### src/rtl/hazard_ctrl.sv
// hazard_ctrl: stall/flush/forward sequencing for the 5-stage RV32 pipeline.
// Define HAZARD_FWD_EN for operand forwarding; otherwise RAW hazards stall until the producer retires.
module hazard_ctrl #(
  parameter int CNT_W    = 16,
  parameter int INIT_CYC = 2
) (
  input  logic             clk,
  input  logic             rst,
  input  logic [4:0]       rs1_D,
  input  logic [4:0]       rs2_D,
  input  logic [4:0]       rs1_E,
  input  logic [4:0]       rs2_E,
  input  logic [4:0]       rd_E,
  input  logic [4:0]       rd_M,
  input  logic [4:0]       rd_W,
  input  logic             reg_wrE,
  input  logic             reg_wrM,
  input  logic             reg_wrW,
  input  logic             rdE,
  input  logic             csM,
  input  logic             br_takenE,
  input  logic             dmem_ready,
  output logic             stall_F,
  output logic             stall_D,
  output logic             stall_E,
  output logic             stall_M,
  output logic             flush_D,
  output logic             flush_E,
  output logic [1:0]       fwd_a,
  output logic [1:0]       fwd_b,
  output logic [CNT_W-1:0] stall_cnt,
  output logic [CNT_W-1:0] flush_cnt
);
  typedef enum logic [1:0] {INIT, RUN, MWAIT} state_t;
  localparam int IW = $clog2(INIT_CYC + 2);
  state_t        st;
  logic [IW-1:0] icnt;
  logic          init, frz, brf, haz, lu;
  function automatic logic hit(input logic wr, input logic [4:0] rd, input logic [4:0] a, input logic [4:0] b);
    return wr && rd != 5'd0 && (rd == a || rd == b);
  endfunction
`ifdef HAZARD_FWD_EN
  function automatic logic [1:0] fsel(input logic [4:0] rs, input logic wm, input logic [4:0] dm,
                                      input logic ww, input logic [4:0] dw);
    return hit(wm, dm, rs, rs) ? 2'b01 : hit(ww, dw, rs, rs) ? 2'b10 : 2'b00;
  endfunction
  logic unused_nofwd;
  assign unused_nofwd = reg_wrE;
  assign haz   = hit(rdE, rd_E, rs1_D, rs2_D);
  assign fwd_a = init ? 2'b00 : fsel(rs1_E, reg_wrM, rd_M, reg_wrW, rd_W);
  assign fwd_b = init ? 2'b00 : fsel(rs2_E, reg_wrM, rd_M, reg_wrW, rd_W);
`else
  logic unused_fwd;
  assign unused_fwd = ^{rs1_E, rs2_E, rdE};
  assign haz   = hit(reg_wrE, rd_E, rs1_D, rs2_D) || hit(reg_wrM, rd_M, rs1_D, rs2_D) ||
                 hit(reg_wrW, rd_W, rs1_D, rs2_D);
  assign fwd_a = 2'b00;
  assign fwd_b = 2'b00;
`endif
  // The miss freezes in the very cycle it is detected, not one cycle later
  assign init    = st == INIT;
  assign frz     = st == MWAIT || (st == RUN && csM && !dmem_ready);
  assign brf     = st == RUN && !frz && br_takenE;
  assign lu      = st == RUN && !frz && !brf && haz;
  assign stall_F = init || frz || lu;
  assign stall_D = stall_F;
  assign stall_E = frz;
  assign stall_M = frz;
  assign flush_D = init || brf;
  assign flush_E = init || brf || lu;
  always_ff @(posedge clk) begin
    if (rst) begin
      st        <= INIT;
      icnt      <= '0;
      stall_cnt <= '0;
      flush_cnt <= '0;
    end else begin
      stall_cnt <= stall_cnt + CNT_W'(stall_F && !init && !(&stall_cnt));
      flush_cnt <= flush_cnt + CNT_W'(brf && !(&flush_cnt));
      case (st)
        INIT: begin
          icnt <= icnt + IW'(1);
          st   <= (icnt == IW'(INIT_CYC - 1)) ? RUN : INIT;
        end
        RUN:     st <= (csM && !dmem_ready) ? MWAIT : RUN;
        MWAIT:   st <= dmem_ready ? RUN : MWAIT;
        default: st <= INIT;
      endcase
    end
  end
endmodule

### config.mk
export PLATFORM = sky130hd
export DESIGN_NAME = hazard_ctrl
export DESIGN_NICKNAME = d
export VERILOG_FILES = /design/src/rtl/hazard_ctrl.sv
export SDC_FILE = /design/constraint.sdc
export NUM_CORES = 1
export LEC_CHECK = 0
export CAP_MARGIN = 25
export CORE_AREA = 2 2 73 75
export CTS_CLUSTER_DIAMETER = 150
export CTS_CLUSTER_SIZE = 16
export DETAILED_ROUTE_END_ITERATION = 7
export DIE_AREA = 0 0 75 77
export HOLD_SLACK_MARGIN = 0.15
export MAX_ROUTING_LAYER = met4
export PLACE_DENSITY_LB_ADDON = 0.2
export SETUP_SLACK_MARGIN = 0.3
export SYNTH_ARGS = -nofsm -noshare
export SYNTH_HDL_FRONTEND = slang
export SYNTH_SLANG_ARGS = --single-unit
### constraint.sdc
create_clock -name clk -period 2.85 [get_ports clk]
set_input_delay 0.4275 -clock clk [delete_from_list [all_inputs] [get_ports clk]]
set_output_delay 0.4275 -clock clk [all_outputs]
set_load 0.05 [all_outputs]
### Word level (Yosys, flattened, before mapping)

Index checks and enable logic that the tools add are counted.

* $add $sub $neg: 3
* eq/ne operators: 9
* multiplexer cells: 4
* reductions and logical operators: 38

Operator list (number)
* 16-bit by 1-bit adder with 16-bit output: 2
* 16-bit AND reduction: 2
* 5-bit == test: 6
* 1-bit logical AND: 16
* 5-bit nonzero test: 3
* 1-bit logical OR: 10
* 1-bit logical NOT: 6
* 2-bit one-hot mux with 3 select lines: 1
* 2-bit by 1-bit == test with 1-bit output, second input constant: 2
* 2-bit 2-to-1 mux: 2
* 2-bit by 1-bit adder with 2-bit output, second input constant: 1
* 2-bit == test, second input constant: 1
* 2-bit logical NOT: 1
* 1-bit 2-to-1 mux: 1

* flip-flop bits (word level): 36
* output and inout port bits: 42

### Depth between registers and ports, before layout

Gate-level depths: netlist of the first run.

* depth in word-level cells: 14
* depth in mapped cells: 12

### Worst setup path before layout of the first run

No wires, ideal clock.

* path kind: register to register
* start: register stall_cnt[7]
* end: register stall_cnt[14]
* library setup time: 0.128 ns
* arrival: 2.517 ns
* slack: 0.205 ns
* cell stages (with the launch flop): 12
* clock period less this slack: 2.645 ns
* cells stage by stage: dfxtp_1 -> nand4_1 -> or4_1 -> o21ai_0 -> a21oi_2 -> ha_1 -> ha_1 -> nand3_1 -> nor3_1 -> nand4_1 -> xor2_1 -> nor2_1

* longest elaborated chain between the ends: 4

RTL lines
* start: declaration: RTL line 31 `output logic [CNT_W-1:0] stall_cnt,`
* start signal: assignment: RTL line 78 `stall_cnt <= stall_cnt + CNT_W'(stall_F && !init && !(&stall_cnt));`
* 16-bit AND reduction: RTL line 78
* 1-bit logical NOT: RTL line 78
* 1-bit logical AND: RTL line 78
* 16-bit by 1-bit adder with 16-bit output (*): RTL line 78

Mark *: on every way between the ends. The rest lies on a longest branch, timed or not.
A chain may end at the register's enable or synchronous reset.

### Worst setup path after layout of the first run

* start: input csM
* end: register stall_cnt[6]

* longest elaborated chain between the ends: 13
* elaborated cells on any way between the ends: 14
* classes of those cells: add/sub: 1; reduce/logical: 13

RTL lines
* start: declaration: RTL line 20 `input logic csM,`
* 1-bit logical AND (*) (2 in a row): RTL line 62 `assign frz = st == MWAIT || (st == RUN && csM && !dmem_ready);`
* 1-bit logical OR (*): RTL line 62
* 1-bit logical NOT: RTL line 63, 64
* 1-bit logical AND: RTL line 63, 64
* 1-bit logical AND: RTL line 63 `assign brf = st == RUN && !frz && br_takenE;`
* 1-bit logical NOT: RTL line 64 `assign lu = st == RUN && !frz && !brf && haz;`
* 1-bit logical AND (2 in a row): RTL line 64
* 1-bit logical OR (*): RTL line 65 `assign stall_F = init || frz || lu;`
* 1-bit logical AND (*) (2 in a row): RTL line 78
* 16-bit by 1-bit adder with 16-bit output (*): RTL line 78

Marks and branches as above.

==> reports/qor.txt, run 1 <==
Yosys cell types: 36
CP Data Required Time: 3.06 ns
status: finished clean
Worst path max stage delay: 0.54 ns
CP max-delay cell: or4b_4
Synth Area in Simple Gates: 27.3%
Final setup viols: 0
clock-pin slew on the worst setup and hold paths: 0.06 ns
Ports: 86
largest fanout on the critical path: 3
commonest non-fill, non-tap cell in the layout: clkdlybuf4s50_1
Detail Placement HPWL: 3.74 mm
CTS Root Cell: clkbuf_8
Core Area: 4980 um2
routed length per instance: 13.1 um
grt ovf: 0
Die ar.: 5780 um2
Via density: 4.95
combinational family with the most area after synthesis: simple AND/OR/NAND/NOR gates
Worst-Margin Slew: 0.500 ns
Initial Utilization: 41.2%
Synth Flop Type: dfxtp_1
vias post-DR: 2030
Min-Delay Path Class: primary input to flop
Max-cap violations: 0
area delta synth->final: 61.1%
Crit Path Class: primary input to flop
M1 GR Usage: 23.4%
diode count: 0
GR met3 Demand/Resource: 4.34%
mux share of post-synthesis cell area: 0.488%
pwr/cell area: 424 nW/um2
design area: 3310 um2
1st-iter DRT viols: 61
Synth Cell Area: 2050 um2
CP Buf/Inv Count: 3
#FFs+latches synth: 36
Die Ht: 77 um
vias in the first global route: 1829
largest net degree at the start of global routing: 37
Longest Clk Path Bufs: 2
final WL: 5.37 mm
VDD IR max: 0.000298 V
Leak: 1.28 nW
unrepaired setup endpoints after global routing: true
min Tclk post-route: 2.53 ns
Clock H-tree levels: 2
CP top delay family: simple AND/OR/NAND/NOR gates
Final Hold Fails: 0
post-synthesis compound-gate area fraction: 5.73%
fmax: 0.395 GHz
cell count after synthesis: 245
die width: 75 um
Fill cells: 433
fin crit share: 88.8%
Avg Inst Size Synth: 8.38 um2
Sink Count: 36
GR peak layer: met2
Pwr Total: 1.40 mW
Post-synth EDFFs: 0
Synth Area in Adders: 3.05%
Slew Limit Fails: 0
grt met2 use: 29.9%
XOR/XNOR share of the synthesized area: 23.9%
ys async rst share: 0%
initial antenna violation count: 0
Syn. warnings: 0
CTS buffer count: 5
Placed Area: 2970 um2
Port Buffers: 70
post-synthesis sequential area ratio: 35.1%
Setup Skew: 0.00556 ns
Hold Buf Count CTS: 0
GP Congestion: 0.792
Rows: 26
commonest cells after routing, fill and taps aside: clkdlybuf4s50_1, xnor2_1, nor2_1
Startpoint Class: primary input
Overall Global Routing Usage: 18.5%
Cell Chain, Critical Path: buf_2 > nor2b_4 > or4b_4 > buf_6 > nor2_4 > a21oi_4 > a21oi_2 > ha_2 > ha_4 > nand3_4 > buf_6 > or3_1 > a21oi_2
CTS tree: done
share of layout cells above drive strength 1: 26.2%
Worst-Skew Late Latency: 0.28 ns
nets: 389
1st-pass router iterations: 4
Data arrival, critical path: 2.74 ns
first-pass GRT wire length: 8.24 mm
Crit. End Element: flop
DRC errors left: 0
Final ANT Viol Nets: 0
Max-slew headroom: 66.5%
[metrics by stage]
| step | util, % | cells | setup slack [ns] | setup TNS, ns | hold slack, ns |
|---|---|---|---|---|---|
| after floorplan | - | 248 | 0.303 | 0 | 0.478 |
| after global placement | 59.7 | 398 | -0.158 | -0.789 | 0.479 |
| after detailed placement | 59.7 | 398 | -0.193 | -1.16 | 0.479 |
| after CTS | 63.4 | 406 | 0.293 | 0 | 0.495 |
| after global routing | 66.4 | 410 | 0.273 | 0 | 0.468 |
| final | 66.4 | 410 | 0.319 | 0 | 0.464 |
[sequential cells by signal, summed over array words and instances, names as in the netlist]
register   count
flush_cnt     16
icnt           2
st             2
stall_cnt     16
[cell usage after synthesis, types with 2 or more instances]
cell	n	area [um2]
nand3_1	16	80.1
a21oi_1	5	25.0
inv_1	3	11.3
o21ai_0	7	35.0
and2_1	2	12.5
o21ai_1	2	10.0
or3_1	3	18.8
xnor2_1	40	350
or4_1	4	30.0
o22ai_1	3	18.8
buf_4	6	45.0
and3_1	2	12.5
nor3_1	7	35.0
nor2_1	34	128
nor4_1	2	12.5
nor2b_1	5	31.3
xor2_1	16	140
dfxtp_1	36	721
nand4_1	11	68.8
clkbuf_1	3	11.3
nand2_1	19	71.3
ha_1	5	62.6
[worst register-to-register path, delay by kind of cell (launching register included)]
| family | cells | cell delay (ns) |
|---|---|---|
| compound gates | 3 | 0.36 |
| fa+ha+maj | 2 | 0.37 |
| buf+inv | 2 | 0.29 |
| flops | 1 | 0.32 |
| simple gates | 4 | 1.09 |
[power by group]
group / internal [mW] / total, mW / switching, mW
sequential: 0.535 / 0.560 / 0.0251
combinational: 0.219 / 0.509 / 0.290
clock: 0.166 / 0.332 / 0.166
total: 0.919 / 1.40 / 0.481
[worst paths after layout]
check / startpoint / end / slack (ns) / depth (start not counted)
worst min register to register: icnt[1]$_SDFFE_PP0P_ / icnt[1]$_SDFFE_PP0P_ / 0.51 / 2
worst min-delay path: dmem_ready / st[1]$_SDFF_PP0_ / 0.46 / 3
worst max-delay path: csM / stall_cnt[6]$_SDFF_PP0_ / 0.32 / 13
worst max register to register: st[1]$_SDFF_PP0_ / stall_cnt[6]$_SDFF_PP0_ / 0.32 / 11
[logic make-up (layout without fill, tap and decap cells)]
group                      count (synthesis)  in the layout
DFF                                       36             36
AOI/OAI and AO/OA                         20             20
buffers and inverters                     15            107
and+or+nand+nor                          111            111
xor gates and xnor gates                  56             56
other                                      1              4
muxes                                      1              1
adders and majority gates                  5              5
[layer usage]
metal  routed length [um]  part of all wire [%]
met4                   87                   1.6
met2                 2780                    52
met3                  224                   4.2
met1                 2280                    42
met5                    0                     0
[cell type report]
cell class | count | area, um2 | area share, %
Clock buffer | 6 | 72.6 | 2.20
Sequential cell | 36 | 736 | 22.3
Tap cell | 70 | 87.6 | 2.65
Clock inverter | 1 | 5.00 | 0.151
Timing Repair Buffer | 97 | 908 | 27.5
Inverter | 3 | 11.3 | 0.341
Multi-Input combinational cell | 197 | 1490 | 44.9
[what timing repair did]
action	in CTS	in global routing
buffers inserted	1	4
endpoints found under the setup margin	14	18
pin swaps	15	21
endpoints found under the hold margin	0	0
cloned	0	0
gates resized for setup	52	33
Note: power is estimated with default switching activity, not from simulation.
==> run 2, diff against run 1 <==
==> constraint.sdc (replaced) <==
create_clock -name clk -period 2.35 [get_ports clk]
set_input_delay 0.3525 -clock clk [delete_from_list [all_inputs] [get_ports clk]]
set_output_delay 0.3525 -clock clk [all_outputs]
set_load 0.05 [all_outputs]
==> reports/qor.txt, run 2 (same netlist as run 1, synthesis figures left out) <==
Overall Global Routing Usage: 20.2% (was 18.5%)
pwr/cell area: 503 nW/um2 (was 424 nW/um2)
final hold slack: 0.365 ns (was 0.464 ns)
1st-iter DRT viols: 41 (was 61)
unrepaired setup endpoints after global routing: true (unchanged)
routed length per instance: 12.9 um (was 13.1 um)
Data arrival, critical path: 2.42 ns (was 2.74 ns)
Slew Limit Fails: 0 (unchanged)
Worst path max stage delay: 0.59 ns (was 0.54 ns)
status: finished clean (unchanged)
Final setup viols: 0 (unchanged)
R2R Setup Slk: 0.1 ns (was 0.32 ns)
fin crit share: 95.9%
Core Area: 4980 um2 (unchanged)
Leak: 1.31 nW (was 1.28 nW)
Top Registers: flush_cnt (16), stall_cnt (16) (unchanged)
Fill cells: 394 (was 433)
Placed Area: 3190 um2 (was 2970 um2)
CTS buffer count: 5 (unchanged)
area occupied by multi-input gates: 1560 um2 (was 1490 um2)
Die ar.: 5780 um2 (unchanged)
first-pass GRT wire length: 8.91 mm (was 8.24 mm)
Initial Utilization: 41.2% (unchanged)
Longest Clk Path Bufs: 2 (unchanged)
cell depth of the worst hold path: 3 (unchanged)
commonest cells after routing, fill and taps aside: xnor2_1, clkdlybuf4s50_1, buf_4 (was clkdlybuf4s50_1, xnor2_1, nor2_1)
Cell Chain, Critical Path: buf_6 > nor2b_4 > or4b_4 > nor2_4 > a22oi_2 > a21oi_2 > ha_4 > ha_4 > nand3_4 > nor3_4 > nand4_1 > xor2_1 > nor2_1 (was buf_2 > nor2b_4 > or4b_4 > buf_6 > nor2_4 > a21oi_4 > a21oi_2 > ha_2 > ha_4 > nand3_4 > buf_6 > or3_1 > a21oi_2)
Sink Count: 36 (unchanged)
fmax: 0.444 GHz
die width: 75 um (unchanged)
Rows: 26 (unchanged)
share of layout cells above drive strength 1: 39.7% (was 26.2%)
Ports: 86 (unchanged)
Detail Placement HPWL: 3.93 mm (was 3.74 mm)
Via density: 4.94 (was 4.95)
Clock H-tree levels: 2 (unchanged)
Crit Path Class: primary input to flop (unchanged)
sequential share of power: 37.1% (was 40.0%)
grt ovf: 0 (unchanged)
vias in the first global route: 2081 (was 1829)
cell repeated most along the worst path: ha_4
DRC errors left: 0 (unchanged)
largest fanout on the critical path: 5 (was 3)
Switching Fraction: 34.4% (was 34.3%)
CP Data Required Time: 2.52 ns (was 3.06 ns)
1st-pass router iterations: 4 (unchanged)
FF+latch area: 791 um2 (was 736 um2)
Max-slew headroom: 65.4% (was 66.5%)
Net Sw Power: 616 uW (was 481 uW)
min Tclk post-route: 2.25 ns
Int Power: 1.18 mW (was 919 uW)
initial antenna violation count: 0 (unchanged)
Worst-Margin Slew: 0.517 ns (was 0.500 ns)
Hold Buf Count CTS: 0 (unchanged)
Worst Reg-to-Reg Cells: 11 (unchanged)
Worst-Skew Late Latency: 0.29 ns (was 0.28 ns)
commonest non-fill, non-tap cell in the layout: xnor2_1 (was clkdlybuf4s50_1)
vias post-DR: 2098 (was 2030)
clock-pin slew on the worst setup and hold paths: 0.08 ns (was 0.06 ns)
Startpoint Class: primary input (unchanged)
CP top delay family: simple AND/OR/NAND/NOR gates (unchanged)
Final Hold Fails: 0 (unchanged)
CTS Root Cell: clkbuf_8 (unchanged)
stages on the worst setup path: 13 (unchanged)
Die Ht: 77 um (unchanged)
Min-Delay Path Class: primary input to flop (unchanged)
CP Buf/Inv Count: 1 (was 3)
largest net degree at the start of global routing: 37 (unchanged)
Max-cap violations: 0 (unchanged)
nets: 403 (was 389)
GP Congestion: 0.824 (was 0.792)
diode count: 0 (unchanged)
Comb power frac: 36.7% (was 36.3%)
CP max-delay cell: or4b_4 (unchanged)
Final ANT Viol Nets: 0 (unchanged)
VDD IR max: 0.000321 V (was 0.000298 V)
design area: 3560 um2 (was 3310 um2)
Clock Power Share: 26.2% (was 23.7%)
final WL: 5.49 mm (was 5.37 mm)
Crit. End Element: flop (unchanged)
area delta synth->final: 73.6% (was 61.1%)
Setup Skew: 0.0108 ns (was 0.00556 ns)
Port Buffers: 70 (unchanged)
CTS tree: done (unchanged)
==> run 2: repair_timing <==
item / CTS / global route
gates resized for setup: 87 / 36
buffers inserted: 8 / 6
endpoints found under the setup margin: 32 / 29
pin swaps: 40 / 26
==> run 2: area by class of cell <==
type                    count  share of cell area [%]
clock inverters             1                   0.211
repair buffers            111                    28.6
well taps                  70                    2.46
multi-input cells         197                    43.8
clock buffers               7                    2.42
inverters                   3                   0.316
flip-flops and latches     36                    22.2
==> run 2: worst register-to-register path, delay by kind of cell (launching register included) <==
kind,cells,cell delay [ns]
DFF,1,0.32
AOI/OAI and AO/OA,2,0.28
adders and majority gates,2,0.33
xor gates and xnor gates,1,0.16
and+or+nand+nor,6,1.04
==> run 2: worst paths after layout <==
| kind | start | end |
|---|---|---|
| worst max-delay path | csM | stall_cnt[14]$_SDFF_PP0_ |
| worst min-delay path | dmem_ready | st[1]$_SDFF_PP0_ |
| worst max register to register | st[1]$_SDFF_PP0_ | stall_cnt[14]$_SDFF_PP0_ |
| worst min register to register | icnt[1]$_SDFFE_PP0P_ | icnt[1]$_SDFFE_PP0P_ |
==> run 2: layer usage <==
metal | global-route usage, % | up-vias | wire (um)
li1 | - | 1047 | -
met1 | 23.6 | 973 | 2330
met2 | 32.3 | 64 | 2800
met3 | 4.99 | 14 | 266
met4 | 8.57 | 0 | 91
met5 | - | - | 0
==> run 2: stage by stage <==
step,utilization [%],setup WS (ns),total power [mW],cells,TNS (ns)
after floorplan,-,0.00272,1.04,248,0
after global placement,64.1,-0.511,1.26,403,-8.41
after detailed placement,64.1,-0.619,1.26,403,-9.94
after CTS,68.3,0.0579,1.76,419,0
after global routing,71.6,-0.0413,1.89,425,-0.127
final,71.6,0.0957,1.79,425,0
==> run 2: power groups by stage <==
stage | logic, mW | clock network, mW | registers [mW]
floorplan | 0.326 | 0 | 0.717
global placement | 0.578 | 0 | 0.678
detailed placement | 0.586 | 0 | 0.678
CTS | 0.613 | 0.480 | 0.666
global route | 0.710 | 0.514 | 0.671
finish | 0.658 | 0.469 | 0.665
==> run 3, diff against run 2 <==
--- a/config.mk
+++ b/config.mk
@@ -15,6 +15,7 @@
 export MAX_ROUTING_LAYER = met4
 export PLACE_DENSITY_LB_ADDON = 0.2
 export SETUP_SLACK_MARGIN = 0.3
+export SLEW_MARGIN = 20
 export SYNTH_ARGS = -nofsm -noshare
 export SYNTH_HDL_FRONTEND = slang
 export SYNTH_SLANG_ARGS = --single-unit
==> results of run 3 <==
Same layout as run 2: the final DEF is identical, and so are final timing and power.
